**config.mk**
```make
export PLATFORM = sky130hd
export DESIGN_NAME = display_scan
export DESIGN_NICKNAME = d
export VERILOG_FILES = /design/src/rtl/display_scan_pkg.sv /design/src/rtl/display_scan_seg7_decode.sv /design/src/rtl/display_scan.sv
export SDC_FILE = /design/constraint.sdc
export NUM_CORES = 1
export LEC_CHECK = 0
export ABC_CLOCK_PERIOD_IN_PS = 3260
export BUFFER_PORTS_ARGS = -buffer_cell sky130_fd_sc_hd__buf_2
export CAP_MARGIN = 20
export CORE_UTILIZATION = 45
export CTS_BUF_LIST = sky130_fd_sc_hd__clkbuf_8 sky130_fd_sc_hd__clkbuf_16
export DETAILED_ROUTE_END_ITERATION = 8
export GPL_TIMING_DRIVEN = 0
export PLACE_DENSITY_LB_ADDON = 0.25
export SLEW_MARGIN = 15
export SYNTH_ARGS = -nofsm -noshare
export SYNTH_HDL_FRONTEND = slang
export SYNTH_SLANG_ARGS = --single-unit
```
**constraint.sdc**
```tcl
create_clock -name clk -period 3.26 [get_ports clk]
set_input_delay 0.652 -clock clk [delete_from_list [all_inputs] [get_ports clk]]
set_output_delay 0.652 -clock clk [all_outputs]
set_load 0.02 [all_outputs]
```
**src/rtl/display_scan_pkg.sv**
```systemverilog
// Shared constants for the multiplexed 7-segment display: active-low segment
// patterns (bit 0 = a .. bit 6 = g) and the adjust-select "no slot" threshold.
package display_scan_pkg;

   localparam logic [6:0] SEG_0     = 7'h40;
   localparam logic [6:0] SEG_1     = 7'h79;
   localparam logic [6:0] SEG_2     = 7'h24;
   localparam logic [6:0] SEG_3     = 7'h30;
   localparam logic [6:0] SEG_4     = 7'h19;
   localparam logic [6:0] SEG_5     = 7'h12;
   localparam logic [6:0] SEG_6     = 7'h02;
   localparam logic [6:0] SEG_7     = 7'h78;
   localparam logic [6:0] SEG_8     = 7'h00;
   localparam logic [6:0] SEG_9     = 7'h10;
   localparam logic [6:0] SEG_BLANK = 7'h7F;

   // adj_sel values at or above this select no digit slot
   localparam logic [2:0] SEL_NONE  = 3'd4;

endpackage

```
**src/rtl/display_scan_seg7_decode.sv**
```systemverilog
// Combinational BCD to active-low 7-segment decoder; non-decimal codes blank.
module seg7_decode
   import display_scan_pkg::*;
(
   input  logic [3:0] bcd,
   output logic [6:0] seg
);

   always_comb begin
      seg = SEG_BLANK;
      case (bcd)
         4'd0: seg = SEG_0;
         4'd1: seg = SEG_1;
         4'd2: seg = SEG_2;
         4'd3: seg = SEG_3;
         4'd4: seg = SEG_4;
         4'd5: seg = SEG_5;
         4'd6: seg = SEG_6;
         4'd7: seg = SEG_7;
         4'd8: seg = SEG_8;
         4'd9: seg = SEG_9;
         default: seg = SEG_BLANK;
      endcase
   end

endmodule

```
**src/rtl/display_scan.sv**
```systemverilog
// Four-digit multiplexed display scanner with anode dead time and a blinking
// adjust-mode cursor. Outputs are registered, one cycle behind the inputs.
module display_scan
   import display_scan_pkg::*;
#(
   parameter int SCAN_DIV  = 100000,
   parameter int DEAD_CYC  = 2000,
   parameter int BLINK_DIV = 25000000
) (
   input  logic        clk,
   input  logic        rst,
   input  logic [15:0] digits,
   input  logic        adj,
   input  logic [2:0]  adj_sel,
   output logic [6:0]  seg,
   output logic [3:0]  an
);

   localparam int CW = $clog2(SCAN_DIV);
   localparam int BW = (BLINK_DIV > 1) ? $clog2(BLINK_DIV) : 1;
   localparam logic [CW-1:0] CNT_LAST  = CW'(SCAN_DIV - 1);
   localparam logic [CW-1:0] CNT_DEAD  = CW'(DEAD_CYC);
   localparam logic [BW-1:0] BLNK_LAST = BW'(BLINK_DIV - 1);

   logic [CW-1:0] cnt;
   logic [1:0]    idx;
   logic [BW-1:0] blink_cnt;
   logic          blink_on;
   logic          adj_q;
   logic [2:0]    sel_q;
   logic          restart;
   logic [3:0]    cur_bcd;
   logic [6:0]    dec_seg;
   logic [6:0]    seg_next;
   logic [3:0]    an_next;
   logic          dead;
   logic          cursor_off;

   always_ff @(posedge clk or posedge rst) begin
      if (rst) begin
         cnt <= '0;
         idx <= '0;
      end else if (cnt == CNT_LAST) begin
         cnt <= '0;
         idx <= idx + 2'd1;
      end else begin
         cnt <= cnt + CW'(1);
      end
   end

   // Entering adjust or moving the cursor restarts the blink lit, so the
   // operator sees the selected digit right away.
   assign restart = adj && (!adj_q || (adj_sel != sel_q));

   always_ff @(posedge clk or posedge rst) begin
      if (rst) begin
         blink_cnt <= '0;
         blink_on  <= 1'b1;
         adj_q     <= 1'b0;
         sel_q     <= '0;
      end else begin
         adj_q <= adj;
         sel_q <= adj_sel;
         if (restart) begin
            blink_cnt <= '0;
            blink_on  <= 1'b1;
         end else if (blink_cnt == BLNK_LAST) begin
            blink_cnt <= '0;
            blink_on  <= ~blink_on;
         end else begin
            blink_cnt <= blink_cnt + BW'(1);
         end
      end
   end

   assign cur_bcd = digits[{idx, 2'b00} +: 4];

   seg7_decode u_dec (
      .bcd (cur_bcd),
      .seg (dec_seg)
   );

   always_comb begin
      dead       = (cnt < CNT_DEAD);
      cursor_off = adj && (adj_sel < SEL_NONE) && (adj_sel[1:0] == idx) && !blink_on;
      an_next    = 4'hF;
      seg_next   = SEG_BLANK;
      if (!dead) begin
         an_next  = ~(4'b0001 << idx);
         seg_next = cursor_off ? SEG_BLANK : dec_seg;
      end
   end

   always_ff @(posedge clk or posedge rst) begin
      if (rst) begin
         seg <= SEG_BLANK;
         an  <= 4'hF;
      end else begin
         seg <= seg_next;
         an  <= an_next;
      end
   end

endmodule

```
==> Word-level counts from Yosys, hierarchy flattened <==
Memory sizes are Yosys's and may differ from the RTL's.
Index checks and enable logic that the tools add are counted.
{ "classes": {"addsub": 3, "n_lt_le_gt_ge": 2, "eq_ne": 4, "shifts": 2, "muxes": 8, "bitwise_logic": 2, "reduce_logical": 8} }
{ "op_table": {"columns": ["op", "count"], "rows": [
  ["25-bit 2-to-1 mux", 2],
  ["25-bit by 1-bit adder with 25-bit output (second input constant)", 1],
  ["25-bit == test (second input constant)", 1],
  ["17-bit by 1-bit adder with 17-bit output (second input constant)", 1],
  ["17-bit == test (second input constant)", 1],
  ["17-bit by 11-bit less-than comparator with 1-bit output (second input constant)", 1],
  ["17-bit 2-to-1 mux", 1],
  ["16-bit by 5-bit indexed part select with 4-bit output", 1],
  ["7-bit 2-to-1 mux", 2],
  ["1-bit logical AND", 4],
  ["4-bit 2-to-1 mux", 1],
  ["4-bit inverter", 1],
  ["1-bit by 2-bit << shifter with 4-bit output (first input constant)", 1],
  ["3-bit less-than comparator (second input constant)", 1],
  ["3-bit != test", 1],
  ["2-bit by 1-bit adder with 2-bit output (second input constant)", 1],
  ["2-bit == test", 1],
  ["1-bit logical NOT", 2],
  ["1-bit 2-to-1 mux", 2],
  ["2-bit nonzero test", 1],
  ["1-bit logical OR", 1],
  ["1-bit inverter", 1]
]} }
{ "word_totals": {"reg_bits": 60, "rom_bits": 112, "memories": 1} }
{ "mem_list": {"columns": ["name", "depth", "width", "rd", "rd_ports_with_merged_regs", "wr", "line", "text"], "rows": [
  ["(name not given)", 16, 7, 1, 0, 0, "display_scan_seg7_decode.sv:11", "case (bcd)"]
]} }

==> Depth between registers and ports, before layout <==
{ "depth": {"ltp_word": 6, "mapped_depth": 7} }

==> Modules after synthesis <==
Synthesis repeated with hierarchy kept, for this count alone.
{ "unflattened": {"cells_unflattened": 309, "area_unflattened_um2": 3240.6} }
{ "modules_own_cells": {"columns": ["mod", "n_inst", "cells_per_inst", "area_per_inst_um2", "seq_area_each_um2"], "rows": [
  ["display_scan", 1, 276, 3030.4, 1516.5],
  ["seg7_decode", 1, 33, 210.2, 0.0]
]} }

==> Least setup slack after synthesis <==
OpenSTA, ideal clock, no wires.
{ "synth_timing": {"path_type": "in2reg", "from": "in digits[12]", "to": "reg seg[3]", "setup_ns": 0.088, "arrival_ns": 1.755, "t_required_ns": 3.172, "path_slack_ns": 1.417, "stages": 5, "path_cell_list": "mux4_2 -> ha_1 -> or2_0 -> a21oi_1 -> o21ai_1"} }
{ "synth_between": {"elab_chain_cells": 4} }
{ "synth_lines": {"columns": ["item", "line", "text"], "rows": [
  ["start, declared", "display_scan.sv:12", "input logic [15:0] digits,"],
  ["16-bit by 5-bit indexed part select with 4-bit output", "display_scan.sv:76", "assign cur_bcd = digits[{idx, 2'b00} +: 4];"],
  ["memory 16 x 7 bit", null, null],
  ["7-bit 2-to-1 mux", "display_scan.sv:90", "seg_next = cursor_off ? SEG_BLANK : dec_seg;"],
  ["7-bit 2-to-1 mux", "display_scan.sv:88", "if (!dead) begin"],
  ["named net seg_next[3]", "display_scan.sv:34", "logic [6:0] seg_next;"],
  ["end signal, assigned", "display_scan.sv:99", "seg <= seg_next;"],
  ["end, declared", "display_scan.sv:15", "output logic [6:0] seg,"]
]} }
The timed path passes the listed nets, and every way through them passes these cells.
A chain may end at the register's enable or synchronous reset.

==> Final worst setup path <==
{ "layout_timing": {"from": "reg blink_cnt[0]", "to": "reg blink_cnt[17]"} }
{ "layout_between": {"elab_chain_cells": 3} }
{ "layout_lines": {"columns": ["item", "line", "text"], "rows": [
  ["start, declared", "display_scan.sv:27", "logic [BW-1:0] blink_cnt;"],
  ["start signal, assigned", "display_scan.sv:71", "blink_cnt <= blink_cnt + BW'(1);"],
  ["25-bit by 1-bit adder with 25-bit output or 25-bit == test (tied branches)", "display_scan.sv:71, display_scan.sv:67", null],
  ["25-bit 2-to-1 mux (*)", "display_scan.sv:67", "end else if (blink_cnt == BLNK_LAST) begin"],
  ["25-bit 2-to-1 mux (*)", "display_scan.sv:64", "if (restart) begin"]
]} }
Mark *: on every way between the ends. The rest lies on a longest branch, timed or not.

==> run summary <==
The die outline height came out at 84.9 um. The count of distinct cell types in the synthesized netlist came out at between 40 and 50. The required time reported for the critical path endpoint is ~3.5 ns. The clock tree synthesis step divided the H-tree into 3 levels. The count of maximum capacitance violations is 0.

The number of sinks handled by clock tree synthesis is 60. The final reports fail on DRC. The total DRC errors in the routed layout is 3. The instance count after placement with tap cells included came out at around 400. The worst pin sits at a relative slew slack of 49.1%. The data arrival time of the critical path is ~2.3 ns.

The violation count after the first detailed-route iteration came out at between 100 and 150. The top cell type by total area after synthesis is dfrtp_1. The first detailed-routing pass took 8 iterations. The final number of max-transition violations came to 0. The layout net count came out at around 380. The placed wire-length estimate is approximately 4.2 mm.

Row generation in the floorplan step produced 29 rows. The cell chosen for the clock root is clkbuf_8. The post-synthesis instance total came out at 300. The post-route fraction of the period consumed by the critical path is around 65%. For the pin with the worst max-slew slack, the measured transition is 0.752 ns.

For this design, the CTS-stage hold fixing added 0 buffers. The wire length reported by the detailed router is 5.83 mm. The placeable core region is between 6000 and 7000 um^2. The synthesized netlist net count came out at roughly 330. The type of the setup path with the least slack is flip-flop to flip-flop. Cells fill approximately 55% of the core in the end. The maximum number of pins on one net before global-route repair came out at 61. The signal on the critical path passes through ha_1, and4_1, nand2_1, o31ai_2, buf_2, a21oi_1.

The initial antenna violation count was 0. The number of non-filler instances in the completed layout is 425. The final count of hold timing violations is 0. The synthesis warning total came out at 0. Setup repair after global routing left no endpoint under its margin. In the synthesized netlist, the cells that appear most often are dfrtp_1, nor2_1, xor2_1. After synthesis, the mean cell area works out to 10.3 um^2. The number of register bits inferred by synthesis is 60.

The last weighted congestion value of the routability-driven placer is roughly 0.80. The maximum fanout along the worst path came out at 10. The number of buffers on the longest clock path is 2.

The filler cells instantiated in the layout total roughly 600. The achievable frequency came out at 471 MHz. At the later pin of the worst-skew pair, clock insertion delay measures 0.34 ns. The worst setup path is captured at a flip-flop. Pin placement for this block handled 33 I/O pins.

The clock period minus worst slack is between 2 and 2.5 ns. The final-report setup violation count is 0. The horizontal die dimension is ~85 um. The flow ran to the end, but the final reports show violations.

The growth of design area from synthesis to finish came out at 14.7%. The overall overflow remaining after global route is 0. The share of post-route cells with drive strength above 1 is a little over a fifth. Clock-pin slew was measured on the worst setup and hold paths at around 0.070 ns.

Power spread over the standard cell area amounts to roughly 420 nW/um^2. The count of cells resized by post-cts repair is 0. For this configuration, the core starts out at a cell density of a little under half. The count of inserted antenna diode cells is 0. The async set or reset register ratio after synthesis came out at between 90% and 100%.

The standard cell with the maximum stage delay on the critical path is o31ai_2. The per-cell via count in the routed design is 5.57. The total routing resource utilization after global routing came out at 17.9%. The min-delay analysis places its worst path in the category input pin to asynchronous set/reset pin. The area enclosed by the die boundary is roughly 7200 um^2. The worst voltage drop across the vdd grid is about 0.30 mV. The via total after detailed routing came out at around 2.4k. The static power due to leakage is approximately 1.5 nW. The worst setup path is launched from a flip-flop. The number of clock buffers inserted by TritonCTS is 9. The final worst clock skew came out at between 0.01 and 0.015 ns. The fraction of synthesized cell area taken by the top area cell type came out at 38.8%. The average routed wire per standard cell came out at approximately 14 um. The via count of the first global-routing pass was 2311. Broken down by cell family, the worst path's largest delay share belongs to compound AO/OA/AOI/OAI gates.

TritonCTS built the clock tree. After synthesis the cells add up to 3100 um^2. The port buffer count is 32. The final worst hold slack came out at about 0.44 ns. On the worst path, the slowest cell contributes a delay of ~0.52 ns. Counting both buffers and inverters, the worst setup path holds a total of 1. The register area share after synthesis came out at around half. The wire length of the first global-routing pass is between 10 and 15 mm. In the post-synthesis netlist, the biggest area contributors are dfrtp_1, dfstp_2, xor2_1. In the final timing run, aggregate negative setup slack is 0 ns.

The number of enable-type register cells in the synthesized netlist is 0. Once the clock tree was built, the setup fixing pass inserted 0 buffers. The count of nets left with antenna violations once routing finished came out at 0. The cell with the most instances after synthesis is dfrtp_1.

Among all flip-flop cells after synthesis, the most frequent one is dfrtp_1.
==> area by class of cell <==
class	instances	area (um^2)	share of cell area [%]
Inverter	15	58.8	1.66
Sequential cell	60	1520	42.7
Clock buffer	10	138	3.88
Timing Repair Buffer	32	160	4.51
Clock inverter	6	57.6	1.62
Buffer	12	55.1	1.55
Multi-Input combinational cell	213	1470	41.3
Tap cell	77	96.3	2.71
==> sequential cells by signal (all words and copies together) (netlist names) <==
name and count:
adj_q 1, an 4, blink_cnt 25, blink_on 1, cnt 17, idx 2
seg 7, sel_q 3
==> where the power goes <==
| part | switching (mW) | internal (mW) |
|---|---|---|
| registers | 0.00598 | 0.753 |
| clock network | 0.281 | 0.366 |
| logic | 0.0458 | 0.0282 |
==> per-stage QoR <==
| stage | cell area, um^2 | setup slack [ns] | total power [mW] |
|---|---|---|---|
| CTS | 3550 | 1.10 | 1.50 |
| detailed placement | 3350 | 1.02 | 0.848 |
| floorplan | 3100 | 1.14 | 0.820 |
| global route | 3550 | 0.915 | 1.54 |
| finish | 3550 | 1.14 | 1.48 |
| global placement | 3350 | 0.406 | 0.845 |
==> metal layers <==
| metal | global-route usage [%] | routed length [um] | vias up | share of wire, % |
|---|---|---|---|---|
| met2 | 30.6 | 2790 | 42 | 48 |
| met3 | 4.67 | 211 | 11 | 3.6 |
| li1 | - | - | 1168 | - |
| met1 | 21.5 | 2720 | 1146 | 47 |
| met4 | 7.40 | 104 | 0 | 1.8 |
| met5 | 0 | 0 | - | 0 |
==> layout by cell type (no fill, tap or decap), drive strengths merged, types with 2 or more instances in the layout <==
cell,synthesis,final
or4,7,7
clkinvlp,0,2
o31ai,7,7
clkinv,1,2
nor4b,2,2
nor4,3,3
or3,5,5
nor3,4,4
and4,7,7
dfrtp,48,48
buf,6,38
nand2b,5,5
and3,7,7
and2,2,2
clkbuf,6,16
nand4,15,15
xnor2,8,8
ha,11,11
inv,14,16
nand3,15,15
nor2,25,25
dfstp,12,12
nand2,15,15
xor2,21,21
a21oi,18,18
o21ai,16,16
mux4,4,4
==> final timing paths <==
path / start / to / slack (ns) / cells after the start
max reg2reg: blink_cnt[0]$_DFF_PP0_ / blink_cnt[17]$_DFF_PP0_ / 1.14 / 6
min: rst / cnt[9]$_DFF_PP0_ / 0.44 / 2
max in group asynchronous: rst / adj_q$_DFF_PP0_ / 2.35 / 2
max: blink_cnt[0]$_DFF_PP0_ / blink_cnt[17]$_DFF_PP0_ / 1.14 / 6
min reg2reg: cnt[0]$_DFF_PP0_ / cnt[0]$_DFF_PP0_ / 0.47 / 1
min in group clk: adj / adj_q$_DFF_PP0_ / 0.46 / 1
==> cell families (layout without fill, tap and decap cells) <==
kind of cell	after synthesis	in the layout	synth area share, %
muxes	5	5	3.27
xor gates and xnor gates	29	29	8.21
DFF	60	60	49.0
AOI/OAI and AO/OA	49	49	9.54
adders and majority gates	11	11	4.45
buffers and inverters	27	75	3.60
and+or+nand+nor	119	119	21.9
==> worst register-to-register path, stage by stage (launching register included) <==
cell     delay (ns)
dfrtp_1        0.38
ha_1           0.24
and4_1         0.29
nand2_1        0.16
o31ai_2        0.52
buf_2          0.33
a21oi_1        0.07
No activity file was read; power rests on OpenSTA's default activity.
